<file path="src/rtl/struct_field_pkg.sv">
// Shared types for the packed-struct field serializer: FSM states and the
// field index that tags each output beat.
package struct_field_pkg;

  typedef enum logic [1:0] {
    IDLE  = 2'd0,
    EMIT0 = 2'd1,
    EMIT1 = 2'd2
  } state_e;

  typedef enum logic {
    FIELD_IDX0 = 1'b0,
    FIELD_IDX1 = 1'b1
  } field_idx_e;

endpackage

</file>
<file path="src/rtl/struct_field_serializer.sv">
// Accepts one packed two-field struct word per handshake and replays its
// fields, field0 first, as zero-extended beats on a narrower output lane.
module struct_field_serializer
  import struct_field_pkg::*;
#(
  parameter int FIELD0_WIDTH = 4,
  parameter int FIELD1_WIDTH = 4
) (
  input  logic                                 clk,
  input  logic                                 rst_n,
  input  logic                                 in_valid,
  output logic                                 in_ready,
  input  logic [FIELD0_WIDTH+FIELD1_WIDTH-1:0] in_data,
  output logic                                 out_valid,
  input  logic                                 out_ready,
  output logic [((FIELD0_WIDTH > FIELD1_WIDTH) ? FIELD0_WIDTH : FIELD1_WIDTH)-1:0] out_data,
  output logic                                 out_idx,
  output logic                                 out_last
);

  localparam int OUT_WIDTH = (FIELD0_WIDTH > FIELD1_WIDTH) ? FIELD0_WIDTH : FIELD1_WIDTH;

  // Field0 occupies the MSB side, matching the slice-based writers.
  typedef struct packed {
    logic [FIELD0_WIDTH-1:0] field0;
    logic [FIELD1_WIDTH-1:0] field1;
  } word_t;

  function automatic logic [OUT_WIDTH-1:0] zext_field0(input word_t w);
    return OUT_WIDTH'(w.field0);
  endfunction

  function automatic logic [OUT_WIDTH-1:0] zext_field1(input word_t w);
    return OUT_WIDTH'(w.field1);
  endfunction

  state_e                 state_q, state_d;
  word_t                  hold_q, hold_d;
  logic                   out_valid_q, out_valid_d;
  logic [OUT_WIDTH-1:0]   out_data_q, out_data_d;
  field_idx_e             out_idx_q, out_idx_d;
  logic                   out_last_q, out_last_d;
  word_t                  in_word;
  logic                   accept;

  assign in_word = word_t'(in_data);

  // Ready depends only on state and out_ready so producers may wait on it.
  always_comb begin
    in_ready = 1'b0;
    if (rst_n) begin
      case (state_q)
        IDLE:    in_ready = 1'b1;
        EMIT1:   in_ready = out_ready;
        default: in_ready = 1'b0;
      endcase
    end
  end

  assign accept = in_valid & in_ready;

  always_comb begin
    // NOTE: every signal gets its hold value first so no path can infer a latch.
    state_d     = state_q;
    hold_d      = hold_q;
    out_valid_d = out_valid_q;
    out_data_d  = out_data_q;
    out_idx_d   = out_idx_q;
    out_last_d  = out_last_q;

    case (state_q)
      IDLE: begin
        if (accept) begin
          hold_d      = in_word;
          state_d     = EMIT0;
          out_valid_d = 1'b1;
          out_data_d  = zext_field0(in_word);
          out_idx_d   = FIELD_IDX0;
          out_last_d  = 1'b0;
        end
      end

      EMIT0: begin
        if (out_ready) begin
          state_d    = EMIT1;
          out_data_d = zext_field1(hold_q);
          out_idx_d  = FIELD_IDX1;
          out_last_d = 1'b1;
        end
      end

      EMIT1: begin
        if (out_ready) begin
          if (accept) begin
            // Back-to-back word: field0 of the next word follows with no bubble.
            hold_d      = in_word;
            state_d     = EMIT0;
            out_valid_d = 1'b1;
            out_data_d  = zext_field0(in_word);
            out_idx_d   = FIELD_IDX0;
            out_last_d  = 1'b0;
          end else begin
            state_d     = IDLE;
            out_valid_d = 1'b0;
            out_data_d  = '0;
            out_idx_d   = FIELD_IDX0;
            out_last_d  = 1'b0;
          end
        end
      end

      default: begin
        state_d     = IDLE;
        out_valid_d = 1'b0;
        out_data_d  = '0;
        out_idx_d   = FIELD_IDX0;
        out_last_d  = 1'b0;
      end
    endcase
  end

  // NOTE: state is updated with non-blocking assignments so all registers
  // sample the same pre-edge values.
  always_ff @(posedge clk or negedge rst_n) begin
    if (!rst_n) begin
      state_q     <= IDLE;
      hold_q      <= '0;
      out_valid_q <= 1'b0;
      out_data_q  <= '0;
      out_idx_q   <= FIELD_IDX0;
      out_last_q  <= 1'b0;
    end else begin
      state_q     <= state_d;
      hold_q      <= hold_d;
      out_valid_q <= out_valid_d;
      out_data_q  <= out_data_d;
      out_idx_q   <= out_idx_d;
      out_last_q  <= out_last_d;
    end
  end

  assign out_valid = out_valid_q;
  assign out_data  = out_data_q;
  assign out_idx   = out_idx_q;
  assign out_last  = out_last_q;

  // Field extraction must agree with the packing of the held word.
  always_comb begin
    assert (out_last === out_idx)
      else $error("out_last disagrees with out_idx");
    if (state_q == EMIT0) begin
      assert (out_data_q == zext_field0(hold_q))
        else $error("field0 beat does not match held word");
    end
    if (state_q == EMIT1) begin
      assert (out_data_q == zext_field1(hold_q))
        else $error("field1 beat does not match held word");
    end
  end

endmodule

</file>
<file path="config.mk">
export PLATFORM = sky130hd
export DESIGN_NAME = struct_field_serializer
export DESIGN_NICKNAME = d
export VERILOG_FILES = /design/src/rtl/struct_field_pkg.sv /design/src/rtl/struct_field_serializer.sv
export SDC_FILE = /design/constraint.sdc
export NUM_CORES = 1
export LEC_CHECK = 0
export ABC_AREA = 1
export BUFFER_PORTS_ARGS = -buffer_cell sky130_fd_sc_hd__buf_2
export CAP_MARGIN = 25
export CORE_MARGIN = 5
export CORE_UTILIZATION = 40
export DETAILED_ROUTE_END_ITERATION = 8
export HOLD_SLACK_MARGIN = 0.02
export PLACE_DENSITY_LB_ADDON = 0.1
export SKIP_CTS_REPAIR_TIMING = 1
export SLEW_MARGIN = 20
export SYNTH_ARGS = -nofsm -noshare
export SYNTH_HDL_FRONTEND = slang
export SYNTH_SLANG_ARGS = --single-unit
</file>
<file path="constraint.sdc">
create_clock -name clk -period 1.6 [get_ports clk]
set_clock_uncertainty 0.2 [all_clocks]
set_input_delay 0 -clock clk [delete_from_list [all_inputs] [get_ports clk]]
set_output_delay 0 -clock clk [all_outputs]
set_load 0.01 [all_outputs]
</file>
Word level (Yosys, flattened, before mapping). Index checks and enable logic that the tools add are counted.

Bits in registers: 16. Bits of input ports: 12. Output and inout bits: 8. Logic and storage cells: 41.

Eq/ne operators: 5. Multiplexer cells: 23. Bitwise logic cells: 2. Reductions and logical operators: 5.

Operators by type and width (number): $mux W4 (4); $mux W8 (2); $pmux W8 S2 (1); $pmux W4 S3 (1); $mux W1 (8); $mux W2 (3); $ne A2 B2 Y1 const B (3); $pmux W1 S3 (2); $pmux W2 S3 (1); $reduce_and A3 Y1 (2); $eq A2 B1 Y1 const B (1); $eq A2 B2 Y1 const B (1); $logic_not A2 Y1 (1); $pmux W1 S2 (1); $reduce_and A2 Y1 (1); $reduce_bool A2 Y1 (1); $and A1 B1 Y1 (1); $not A1 Y1 (1).

Longest topological paths before layout.
Depth after elaboration: 7. Gate-level depth with buffers: 8. Depth with buffers taken out: 8.

Worst setup path before layout. Ideal clock, no wire load.

Path kind: register to register. Start: reg state_q[1]. End: reg out_data_q[0] (netlist: out_data[0]). Setup time: 0.116 ns. Arrival time: 0.935 ns. Required time: 1.284 ns. Setup slack: 0.348 ns. Cell stages (with the launch flop): 8. Buffers on the path: 0. Period minus slack after synthesis: 1.252 ns. Path through: dfrtp_1 -> nor2_1 -> o21ai_1 -> nand2_2 -> nor2_4 -> inv_2 -> nand2_1 -> nand2_1.

Longest elaborated chain between the ends: 7. Elaborated cells between the ends (all ways): 13. Those cells by class: eq/ne: 5; mux: 5; bitwise: 1; reduce/logical: 2.

RTL lines: from (decl) (line struct_field_serializer.sv:37) `state_e state_q, state_d;`; from (signal assigned) (line struct_field_serializer.sv:133) `state_q <= state_d;`; $eq A2 B2 Y1 or $logic_not A2 Y1 (tied branches) (line struct_field_serializer.sv:52, struct_field_serializer.sv:71); $pmux W1 S2 (line struct_field_serializer.sv:52) `case (state_q)`; $mux W1 (line struct_field_serializer.sv:51) `if (rst_n) begin`; $and A1 B1 Y1 (line struct_field_serializer.sv:60) `assign accept = in_valid & in_ready;`; $mux W4 (line struct_field_serializer.sv:94) `if (accept) begin`; $mux W4 (line struct_field_serializer.sv:93) `if (out_ready) begin`; $pmux W4 S3 (line struct_field_serializer.sv:71) `case (state_q)`; to (signal assigned) (line struct_field_serializer.sv:136) `out_data_q <= out_data_d;`; to (decl) (line struct_field_serializer.sv:40) `logic [OUT_WIDTH-1:0] out_data_q, out_data_d;`.

Several ways; a longest one is shown, not always the timed one. The select of a mux whose other input is x is not followed. A chain may end at the register's enable or synchronous reset.

Worst setup path after layout.
Start: in out_ready. End: reg out_data_q[0] (netlist: out_data[0]).

Longest elaborated chain between the ends: 6. Elaborated cells between the ends (all ways): 10. Those cells by class: eq/ne: 3; mux: 5; bitwise: 1; reduce/logical: 1.

RTL lines: from (decl) (line struct_field_serializer.sv:15) `input logic out_ready,`; $pmux W1 S2 (line struct_field_serializer.sv:52); $mux W1 (line struct_field_serializer.sv:51); $and A1 B1 Y1 (line struct_field_serializer.sv:60); $mux W4 (line struct_field_serializer.sv:94); $mux W4 (line struct_field_serializer.sv:93); $pmux W4 S3 (line struct_field_serializer.sv:71).

Several ways; a longest one is shown, not always the timed one. The select of a mux whose other input is x is not followed.

==> out/qor.txt <==
Run status: finished with violations
Failing checks: hold timing
Ports: 20
Post-synthesis cell count: 74
Placed Area: 656 um^2
# nets final: 121
Post-Syn Nets: 86
Multiplexer share of the synthesized area: 0
Seq/Total Area, Yosys: 0.510
Full die area: 0.00218 mm^2
Placer Congestion: 0.758
Pre-CTS WS: 0.337 ns
Max Cap Viol: 0
Startpoint Class: input pin
Wire length per cell: 9.65 um
FF-to-FF End: out_data[3]
Area growth syn-to-layout: 46.9%
Fin. max-slew vios: 0
Vias: 560
Avg Inst Size Synth: 7.29 um^2
Clock Latency Late Sink: 0.26 ns
First-pass GRT wire length: 1740 um
Design area: 792 um^2
Slew headroom: 0.877
Total wire length: 1190 um
Clk slew on worst S/H paths: 0.07 ns
WS Path Type: input pin to flop
R2R Setup Slk: 0.31 ns
Final Cycle Share: 0.812
Largest net degree at the start of global routing: 12
Total GRT Usage: 0.115
Setup violations, final: 0
Simple-gate share of the synthesized area: 0.309
Critical path fanouts, max: 4
Synth Area in Compound Gates: 0.0742
Initial DRC count: 15
Die span in x: 46.7 um
R2r startpoint: state_q[1]
Pwr Density: 1150 mW/mm^2
Post-Syn Area: 539 um^2
Worst Hold Slack: -0.00341 ns
Post-detailed-route count of antenna-violating nets: 0
Leak Pwr: 0.000471 uW
Core Footprint: 0.00128 mm^2
Diodes inserted: 0
Reg2reg path depth: 7
Crit path to: out_data[0]
Endpoints failing hold: 1
Row Count: 13
Crit path capture type: flop
Largest family of logic cells by synthesized area: simple AND/OR/NAND/NOR gates
Worst path required time: 1.56 ns
Synth Area in XOR/XNOR: 0
Worst Tran Pin Value: 0.183 ns
Residual DRC count: 0
Buffers on Ports: 19
Setup tns final: 0 ns
Critical Path Source: out_ready
Yosys cell types: 12
Clock sink total: 11
Chip Height: 46.7 um
Adder-cell share of the synthesized area: 0
Drt via density: 4.55
YS warnings: 0
Grt total ovfl: 0
#FFs+latches synth: 11
Hold Path Class: input pin to flop
DR pass1 iterations: 4
CTS tree: built
Total Power: 914 uW
RSZ-0062 raised after global routing: no
Clk buf depth: 2
CTS H-tree lvls: 1
Worst VDD drop: 0.534 mV
Hpwl dp: 832 um
Fin crit period: 1.30 ns
CTS buffer count: 3
Root buffer cell: clkbuf_4
Share of cells above drive strength 1: 0.259
Initial Util: 0.420
Vias in the first global route: 456
Setup WS post-layout: 0.301 ns
Initial antenna violation count: 0
Highest Clock Rate: 770 MHz
CP arrival: 1.26 ns
## area by class of cell
type,instances,area [um^2]
Fill cell,125,493
Sequential cell,11,275
Timing Repair Buffer,32,220
Multi-Input combinational cell,49,206
Inverter,12,45.0
Clock buffer,4,26.3
Tap cell,15,18.8
## worst max-delay path: stages
cell	delay, ns
dlygate4sd3_1	0.55
buf_2	0.14
inv_2	0.06
nand2_1	0.06
nand3_1	0.12
nand2_1	0.12
nand2_1	0.08
nand2_1	0.05
nand2_1	0.05
nand2_1	0.04
## cell usage after synthesis
| cell | number | area, um^2 |
|---|---|---|
| dfrtp_1 | 11 | 275 |
| o21ai_0 | 3 | 15.0 |
| buf_2 | 1 | 5.00 |
| nand3_1 | 2 | 10.0 |
| inv_1 | 10 | 37.5 |
| nor2_1 | 4 | 15.0 |
| nand2_2 | 1 | 6.26 |
| nor2_4 | 1 | 11.3 |
| buf_4 | 1 | 7.51 |
| nand2_1 | 33 | 124 |
| inv_2 | 2 | 7.51 |
| o21ai_1 | 5 | 25.0 |
## worst min path at each step
stage                        start         end  slack, ns  depth (start not counted)
after floorplan              rst_n   hold_q[0]      -0.50                          0
after global placement       rst_n  state_q[1]      -0.26                          2
after detailed placement     rst_n  state_q[0]      -0.26                          2
after CTS                    rst_n  state_q[0]      -0.55                          2
after global routing      in_valid   out_valid       0.02                          6
final                     in_valid   out_valid     -0.003                          4
## registers in the layout (all words and copies together) (netlist names)
register and count:
state_q 2, out_valid 1, out_data 4, hold_q 4
## where the power goes
group	internal [uW]	total [uW]	switching, uW
clock	96.4	188	91.9
sequential	362	408	46.6
combinational	137	317	180
## cell families (layout without fill, tap and decap cells)
family,count (synthesis),after routing
buf+inv,14,48
flops,11,11
compound gates,8,8
simple gates,41,41
## stage by stage
step | std cells | utilization
after global routing | 123 | 0.616
after detailed placement | 108 | 0.510
after floorplan | 74 | -
after global placement | 108 | 0.510
after CTS | 112 | 0.531
final | 123 | 0.616
## metal layers
metal / part of all wire / GRT usage / vias to the layer above
li1: - / - / 288
met1: 0.42 / 0.145 / 255
met2: 0.48 / 0.170 / 15
met3: 0.085 / 0.0273 / 2
met4: 0.010 / 0.0829 / 0
met5: 0 / 0 / -
## cells in the final DEF (no fill, tap or decap), types with 2 or more instances in the layout
cell type,instances
o21ai_0,3
nand3_1,2
buf_4,2
dfrtp_1,11
inv_1,10
inv_2,2
nor2_1,4
dlygate4sd3_1,11
buf_2,19
nand2_1,33
clkbuf_4,3
o21ai_1,5
(Power assumes the default switching activity.)
